`src/rtl/multi_pulse_shaper_if.sv`:
```
`default_nettype none
// ============================================================================
// Module      : multi_pulse_shaper_if
// Description : Channel bus for multi_pulse_shaper. Carries the raw strobes,
//               the shared control bits and the conditioned per-channel outputs.
// Revision    : 1.0 - initial release
// ============================================================================
interface multi_pulse_shaper_if #(
  parameter int CH_NUM = 4
);
  logic [CH_NUM-1:0] iS;
  logic [1:0]        iMODE;
  logic              iRETRIG;
  logic              iCLR;
  logic [CH_NUM-1:0] oS;
  logic [CH_NUM-1:0] oLEVEL;
  logic [CH_NUM-1:0] oEDGE;
  logic [CH_NUM-1:0] oOVR;
  logic              oBUSY;

  // Shaper side: consumes strobes and controls, produces conditioned outputs
  modport slave (
    input  iS, iMODE, iRETRIG, iCLR,
    output oS, oLEVEL, oEDGE, oOVR, oBUSY
  );

  // Controller side: drives strobes and controls, observes outputs
  modport master (
    output iS, iMODE, iRETRIG, iCLR,
    input  oS, oLEVEL, oEDGE, oOVR, oBUSY
  );
endinterface
`default_nettype wire

```
`src/rtl/multi_pulse_shaper.sv`:
```
`default_nettype none
// ============================================================================
// Module      : multi_pulse_shaper
// Description : N-channel strobe conditioner. Each channel runs
//               synchronizer -> debounce -> edge select -> retriggerable
//               pulse stretcher, with sticky overrun reporting.
// Revision    : 1.0 - initial release
// ============================================================================
module multi_pulse_shaper #(
  parameter int CH_NUM       = 4,
  parameter int SYNC_STAGES  = 2,
  parameter int DEBOUNCE_NUM = 4,
  parameter int EXPAND_NUM   = 8
) (
  input  wire                    CLK,
  input  wire                    RST_N,
  multi_pulse_shaper_if.slave    bus
);

  localparam int C_DB_W = $clog2(DEBOUNCE_NUM) + 1;
  localparam int C_EX_W = $clog2(EXPAND_NUM) + 1;
  localparam logic [C_DB_W-1:0] C_DB_MAX = C_DB_W'(DEBOUNCE_NUM - 1);
  localparam logic [C_EX_W-1:0] C_EX_MAX = C_EX_W'(EXPAND_NUM - 1);

  localparam logic [1:0] C_MODE_RISE = 2'b00;
  localparam logic [1:0] C_MODE_FALL = 2'b01;
  localparam logic [1:0] C_MODE_BOTH = 2'b10;

  logic [CH_NUM-1:0] w_sync;
  logic [CH_NUM-1:0] w_s;
  logic [CH_NUM-1:0] w_level;
  logic [CH_NUM-1:0] w_edge;
  logic [CH_NUM-1:0] w_ovr;

  // --------------------------------------------------------------------------
  // Synchronizer: zero stages only for strobes already in the CLK domain
  // --------------------------------------------------------------------------
  if (SYNC_STAGES == 0) begin : g_sync_bypass
    assign w_sync = bus.iS;
  end else begin : g_sync_chain
    logic [CH_NUM-1:0] r_sync [SYNC_STAGES];

    // Shift the raw strobes through the metastability chain
    always_ff @(posedge CLK or negedge RST_N) begin
      if (!RST_N) begin
        for (int i = 0; i < SYNC_STAGES; i++) begin
          r_sync[i] <= '0;
        end
      end else begin
        r_sync[0] <= bus.iS;
        for (int i = 1; i < SYNC_STAGES; i++) begin
          r_sync[i] <= r_sync[i-1];
        end
      end
    end

    assign w_sync = r_sync[SYNC_STAGES-1];
  end

  // --------------------------------------------------------------------------
  // Per-channel debounce, edge select and stretcher
  // --------------------------------------------------------------------------
  for (genvar gi = 0; gi < CH_NUM; gi++) begin : g_ch
    logic              r_lvl;
    logic [C_DB_W-1:0] r_db_cnt;
    logic              r_lvl_d;
    logic              r_s;
    logic              r_ovr;
    logic [C_EX_W-1:0] r_ex_cnt;
    logic              w_rise;
    logic              w_fall;
    logic              w_edge_ch;

    // Accept a new level only after it has persisted DEBOUNCE_NUM cycles
    always_ff @(posedge CLK or negedge RST_N) begin
      if (!RST_N) begin
        r_lvl    <= 1'b0;
        r_db_cnt <= '0;
      end else if (w_sync[gi] == r_lvl) begin
        r_db_cnt <= '0;
      end else if (r_db_cnt == C_DB_MAX) begin
        r_lvl    <= w_sync[gi];
        r_db_cnt <= '0;
      end else begin
        r_db_cnt <= r_db_cnt + 1'b1;
      end
    end

    // Keep last cycle's debounced level for edge detection
    always_ff @(posedge CLK or negedge RST_N) begin
      if (!RST_N) begin
        r_lvl_d <= 1'b0;
      end else begin
        r_lvl_d <= r_lvl;
      end
    end

    assign w_rise = r_lvl & ~r_lvl_d;
    assign w_fall = ~r_lvl & r_lvl_d;

    // Select which debounced transitions qualify as edges
    always_comb begin
      w_edge_ch = 1'b0;
      case (bus.iMODE)
        C_MODE_RISE: w_edge_ch = w_rise;
        C_MODE_FALL: w_edge_ch = w_fall;
        C_MODE_BOTH: w_edge_ch = w_rise | w_fall;
        default:     w_edge_ch = 1'b0;
      endcase
    end

    // Stretch qualifying edges; a refused retrigger only flags overrun and
    // the running countdown carries on so the pulse still ends on schedule
    always_ff @(posedge CLK or negedge RST_N) begin
      if (!RST_N) begin
        r_ex_cnt <= '0;
        r_s      <= 1'b0;
        r_ovr    <= 1'b0;
      end else if (bus.iCLR) begin
        r_ex_cnt <= '0;
        r_s      <= 1'b0;
        r_ovr    <= 1'b0;
      end else if (w_edge_ch && !r_s) begin
        r_ex_cnt <= C_EX_MAX;
        r_s      <= 1'b1;
      end else if (w_edge_ch && bus.iRETRIG) begin
        r_ex_cnt <= C_EX_MAX;
      end else begin
        if (w_edge_ch) begin
          r_ovr <= 1'b1;
        end
        if (r_ex_cnt != '0) begin
          r_ex_cnt <= r_ex_cnt - 1'b1;
        end else begin
          r_s <= 1'b0;
        end
      end
    end

    assign w_s[gi]     = r_s;
    assign w_level[gi] = r_lvl;
    assign w_edge[gi]  = w_edge_ch;
    assign w_ovr[gi]   = r_ovr;
  end

  assign bus.oS     = w_s;
  assign bus.oLEVEL = w_level;
  assign bus.oEDGE  = w_edge;
  assign bus.oOVR   = w_ovr;
  assign bus.oBUSY  = |w_s;

endmodule
`default_nettype wire
```
`src/flat_wrapper.sv`:
```
// flat-port wrapper written by rule: the top's interface ports become plain ports
module multi_pulse_shaper_flat 
#(
  parameter int CH_NUM       = 4,
  parameter int SYNC_STAGES  = 2,
  parameter int DEBOUNCE_NUM = 4,
  parameter int EXPAND_NUM   = 8
)
  (CLK, RST_N, bus_iS, bus_iMODE, bus_iRETRIG, bus_iCLR, bus_oS, bus_oLEVEL, bus_oEDGE, bus_oOVR, bus_oBUSY);
  multi_pulse_shaper_if #(.CH_NUM(CH_NUM)) bus_i ();
  input  wire CLK;
  input  wire RST_N;
  input wire logic [$bits(bus_i.iS)-1:0] bus_iS;
  input wire logic [$bits(bus_i.iMODE)-1:0] bus_iMODE;
  input wire logic [$bits(bus_i.iRETRIG)-1:0] bus_iRETRIG;
  input wire logic [$bits(bus_i.iCLR)-1:0] bus_iCLR;
  output wire logic [$bits(bus_i.oS)-1:0] bus_oS;
  output wire logic [$bits(bus_i.oLEVEL)-1:0] bus_oLEVEL;
  output wire logic [$bits(bus_i.oEDGE)-1:0] bus_oEDGE;
  output wire logic [$bits(bus_i.oOVR)-1:0] bus_oOVR;
  output wire logic [$bits(bus_i.oBUSY)-1:0] bus_oBUSY;
  assign bus_i.iS = bus_iS;
  assign bus_i.iMODE = bus_iMODE;
  assign bus_i.iRETRIG = bus_iRETRIG;
  assign bus_i.iCLR = bus_iCLR;
  assign bus_oS = bus_i.oS;
  assign bus_oLEVEL = bus_i.oLEVEL;
  assign bus_oEDGE = bus_i.oEDGE;
  assign bus_oOVR = bus_i.oOVR;
  assign bus_oBUSY = bus_i.oBUSY;
  multi_pulse_shaper #(.CH_NUM(CH_NUM), .SYNC_STAGES(SYNC_STAGES), .DEBOUNCE_NUM(DEBOUNCE_NUM), .EXPAND_NUM(EXPAND_NUM)) u_core (.CLK(CLK), .RST_N(RST_N), .bus(bus_i));
endmodule
```
`config.mk`:
```
export PLATFORM = sky130hd
export DESIGN_NAME = multi_pulse_shaper_flat
export DESIGN_NICKNAME = d
export VERILOG_FILES = /design/src/rtl/multi_pulse_shaper_if.sv /design/src/rtl/multi_pulse_shaper.sv /design/src/flat_wrapper.sv
export SDC_FILE = /design/constraint.sdc
export NUM_CORES = 1
export LEC_CHECK = 0
export CORE_UTILIZATION = 23
export DETAILED_ROUTE_END_ITERATION = 8
export PLACE_DENSITY = 0.44
export SLEW_MARGIN = 20
export SYNTH_ARGS = -nofsm -noshare
export SYNTH_HDL_FRONTEND = slang
export SYNTH_SLANG_ARGS = --single-unit
```
`constraint.sdc`:
```
create_clock -name CLK -period 1.4 [get_ports CLK]
set_input_delay 0.21 -clock CLK [delete_from_list [all_inputs] [get_ports CLK]]
set_output_delay 0.21 -clock CLK [all_outputs]
set_load 0.01 [all_outputs]
```
==> results.md <==
- Status: finished with violations
- Failing checks: negative setup slack
- Hold-critical path depth: 1
- Wire length per cell: 11.5 µm
- Die X: 106 µm
- Tot Pwr: between 7 and 8 mW
- CP endpoint kind: primary output
- Hold Startpoint: bus_iS[0]
- FF+latch count, synth: 52
- Psw: between 2 and 2.5 mW
- Slew HR: 0.717
- PD cells: 1930 nW/µm²
- Startpoint types: primary input
- Synthesized area: around 2500 µm²
- RSZ-0062 raised after global routing: yes
- Compound-Gate Fraction of Synth Area: 0.110
- Root Buffer: clkbuf_8
- Initial antenna violation count: 0
- Setup TNS: -3.54 ns
- # rows: 37
- P_int: 4.70 mW
- Mux share of post-synthesis cell area: 0.0550
- Area delta synth->final: 45.3%
- Register area share after synthesis: 0.520
- Final WL: 5060 µm
- Part of the cycle the worst path needs: 1.26
- Hold endpoint: u_core.g_sync_chain.r_sync[4]$_DFF_PN0_
- Cells on worst reg2reg path: 7
- DR pass1 iterations: 4
- First-pass GRT wire length: 8980 µm
- DRC: 0
- Vias in the first global route: 1898
- Clock Tree Buf Depth: 2
- RR Endpoint: u_core.g_ch[2].r_ex_cnt[2]$_DFFE_PN0P_
- Placed cells: 411
- Sequential Power Share: 0.320
- Yosys cell types: 27
- I/O Pins: 27
- Worst-path clk slew: 0.09 ns
- Clock share of power: 0.145
- Initial Utilization: 0.240
- CP Class: in2out
- Crit path max fanout: 8
- Setup violations, final: 24
- H-tree depth: 2
- Hold WS: 0.336 ns
- Period minus WS final: 1.76 ns
- Hold WC Path Type: in2reg
- GR Overflow Total: 0
- Share of layout cells above drive strength 1: 0.441
- Slew @ Worst Pin: 0.425 ns
- CTS buffer count: 5
- Largest net degree at the start of global routing: 33
- Fmax: 568 MHz
- Final Skew: 0.00670 ns
- Yosys synthesis warning count: 0
- Post-Synth Adder-Cell Area: 0.0800
- Synth Area in XOR/XNOR: 0.0280
- Sink Count: 52
- Die height: approximately 110 µm
- Area of the core: 10400 µm²
- DP HPWL: 3500 µm
- Starting DRT DRC Count: 22
- Syn_nets: around 250
- Diode count: 0
- R2r setup slk: -0.20 ns
- Vias: roughly 1800
- TritonCTS clock tree: built
- Max Cap Violations: 0
- Cell Area, Placed: around 3200 µm²
- Total die area: 11300 µm²
- Comb pwr share: 0.535
- Layout net count: between 300 and 400
- Leakage: about 1.6 nW
- R2R Path Start: u_core.g_ch[2].r_lvl_d$_DFF_PN0_
- Final ANT Viol Nets: 0
- Layout Cells excl Fill: 440
- Finished Core Util: 0.349
- Cell count after synthesis: 222
- Largest family of logic cells by synthesized area: simple AND/OR/NAND/NOR gates
- Final WS setup: -0.361 ns
- Worst-Skew Late Latency: 0.30 ns
- GP Congestion: ~0.69
- Final Max Tran Viols: 0
- Total Routing Usage GR: 0.102
- Number of port buffers: 26
- Vias/cell: 4.11
- Sw frac: 0.330
- Worst path required time: about 1.2 ns
- Post-Place Worst Slack: -0.679 ns
- Final Hold Fails: 0
- Fin area: 3640 µm²
- Mean Syn Cell Area: approximately 11 µm²
- Worst EP arrival: 1.55 ns
- Simple-gate portion of the synthesized area: 0.119
- VDD IR max: 558 µV
[layout make-up]
class	instances	area, µm²
tap	136	170
clock inverter	2	35.0
fill	1064	6780
multi-input combinational	129	1180
sequential	52	1300
inverter	21	78.8
timing repair buffer	94	792
clock buffer	6	72.6
[state kept, by name, summed over array words and instances, names as in the netlist]
register                    cells
u_core.g_ch.r_ovr               4
u_core.g_ch.r_ex_cnt           16
u_core.g_ch.r_db_cnt           12
u_core.g_ch.r_lvl_d             4
u_core.w_sync                   4
u_core.g_sync_chain.r_sync      4
u_core.g_ch.r_lvl               4
u_core.g_ch.r_s                 4
[layer usage]
layer	GRT usage	vias up	share of wire
met5	0	-	0
met4	0.0327	0	0.015
met3	0.0233	7	0.031
met2	0.167	21	0.46
met1	0.132	871	0.49
li1	-	911	-
[critical path: stages]
cell,delay (ns)
clkdlybuf4s50_1,0.46
buf_4,0.19
mux2_4,0.32
o21a_1,0.22
buf_2,0.14
[kinds of logic after synthesis]
| logic type | Yosys count |
|---|---|
| mux | 12 |
| fa+ha+maj | 16 |
| xor+xnor | 8 |
| buf+inv | 41 |
| simple gates | 49 |
| flops | 52 |
| compound gates | 44 |
[how the worst max path moves through the flow]
| stage | cells after the start | startpoint | end | slack (ns) |
|---|---|---|---|---|
| CTS | 5 | u_core.g_ch[2].r_lvl$_DFFE_PN0P_ | bus_oEDGE[2] | -0.37 |
| global route | 5 | u_core.g_ch[2].r_lvl_d$_DFF_PN0_ | bus_oEDGE[2] | -0.41 |
| detailed placement | 5 | bus_iMODE[0] | bus_oEDGE[3] | -0.68 |
| floorplan | 5 | u_core.g_ch[1].r_ex_cnt[0]$_DFFE_PN0P_ | u_core.g_ch[1].r_ex_cnt[1]$_DFFE_PN0P_ | -0.08 |
| global placement | 5 | bus_iMODE[0] | bus_oEDGE[3] | -0.67 |
| finish | 5 | bus_iMODE[0] | bus_oEDGE[1] | -0.36 |
[repair_timing]
action | 4_1_cts | 5_1_grt
pin swaps | 10 | 9
resized for setup | 66 | 35
setup endpoints to repair | 36 | 36
setup buffers | 23 | 6
hold endpoints to repair | 52 | 0
hold buffers | 1 | 0
[power by group through the flow]
stage,Clock (mW),Sequential [mW],Combinational [mW]
final,1.02,2.24,3.75
after global routing,1.12,2.31,4.20
after CTS,1.07,2.23,3.54
after detailed placement,0,2.24,3.04
after global placement,0,2.23,3.02
after floorplan,0,2.22,1.86
[cells in the final DEF (no fill, tap or decap), drive strengths merged, types with 5 or more instances in the layout]
cell / n
mux2: 8
nor3: 8
buf: 73
nor3b: 10
clkdlybuf4s50: 8
nor2b: 5
nand2: 5
clkbuf: 8
dlygate4sd2: 6
nand2b: 11
ha: 16
xnor2: 8
a21oi: 16
inv: 21
dfrtp: 52
o21ai: 8
[cell usage after synthesis]
library cell / instances / area (µm²)
a211oi_1: 4 / 30.0
a21oi_1: 15 / 75.1
a21oi_2: 1 / 8.76
a31oi_1: 4 / 25.0
buf_4: 16 / 120
buf_6: 1 / 11.3
clkbuf_1: 3 / 11.3
dfrtp_1: 52 / 1300
ha_1: 16 / 200
inv_1: 21 / 78.8
mux2_2: 6 / 67.6
mux2_4: 2 / 30.0
mux2i_1: 4 / 40.0
nand2_1: 5 / 18.8
nand2b_1: 11 / 68.8
nand3b_1: 4 / 30.0
nor2_1: 4 / 15.0
nor2b_1: 5 / 31.3
nor3_1: 8 / 40.0
nor3b_1: 10 / 75.1
o2111ai_1: 4 / 35.0
o211ai_1: 4 / 30.0
o21a_1: 4 / 30.0
o21ai_0: 8 / 40.0
or3b_4: 1 / 11.3
or4_1: 1 / 7.51
xnor2_1: 8 / 70.1
Note: power is estimated with default switching activity, not from simulation.
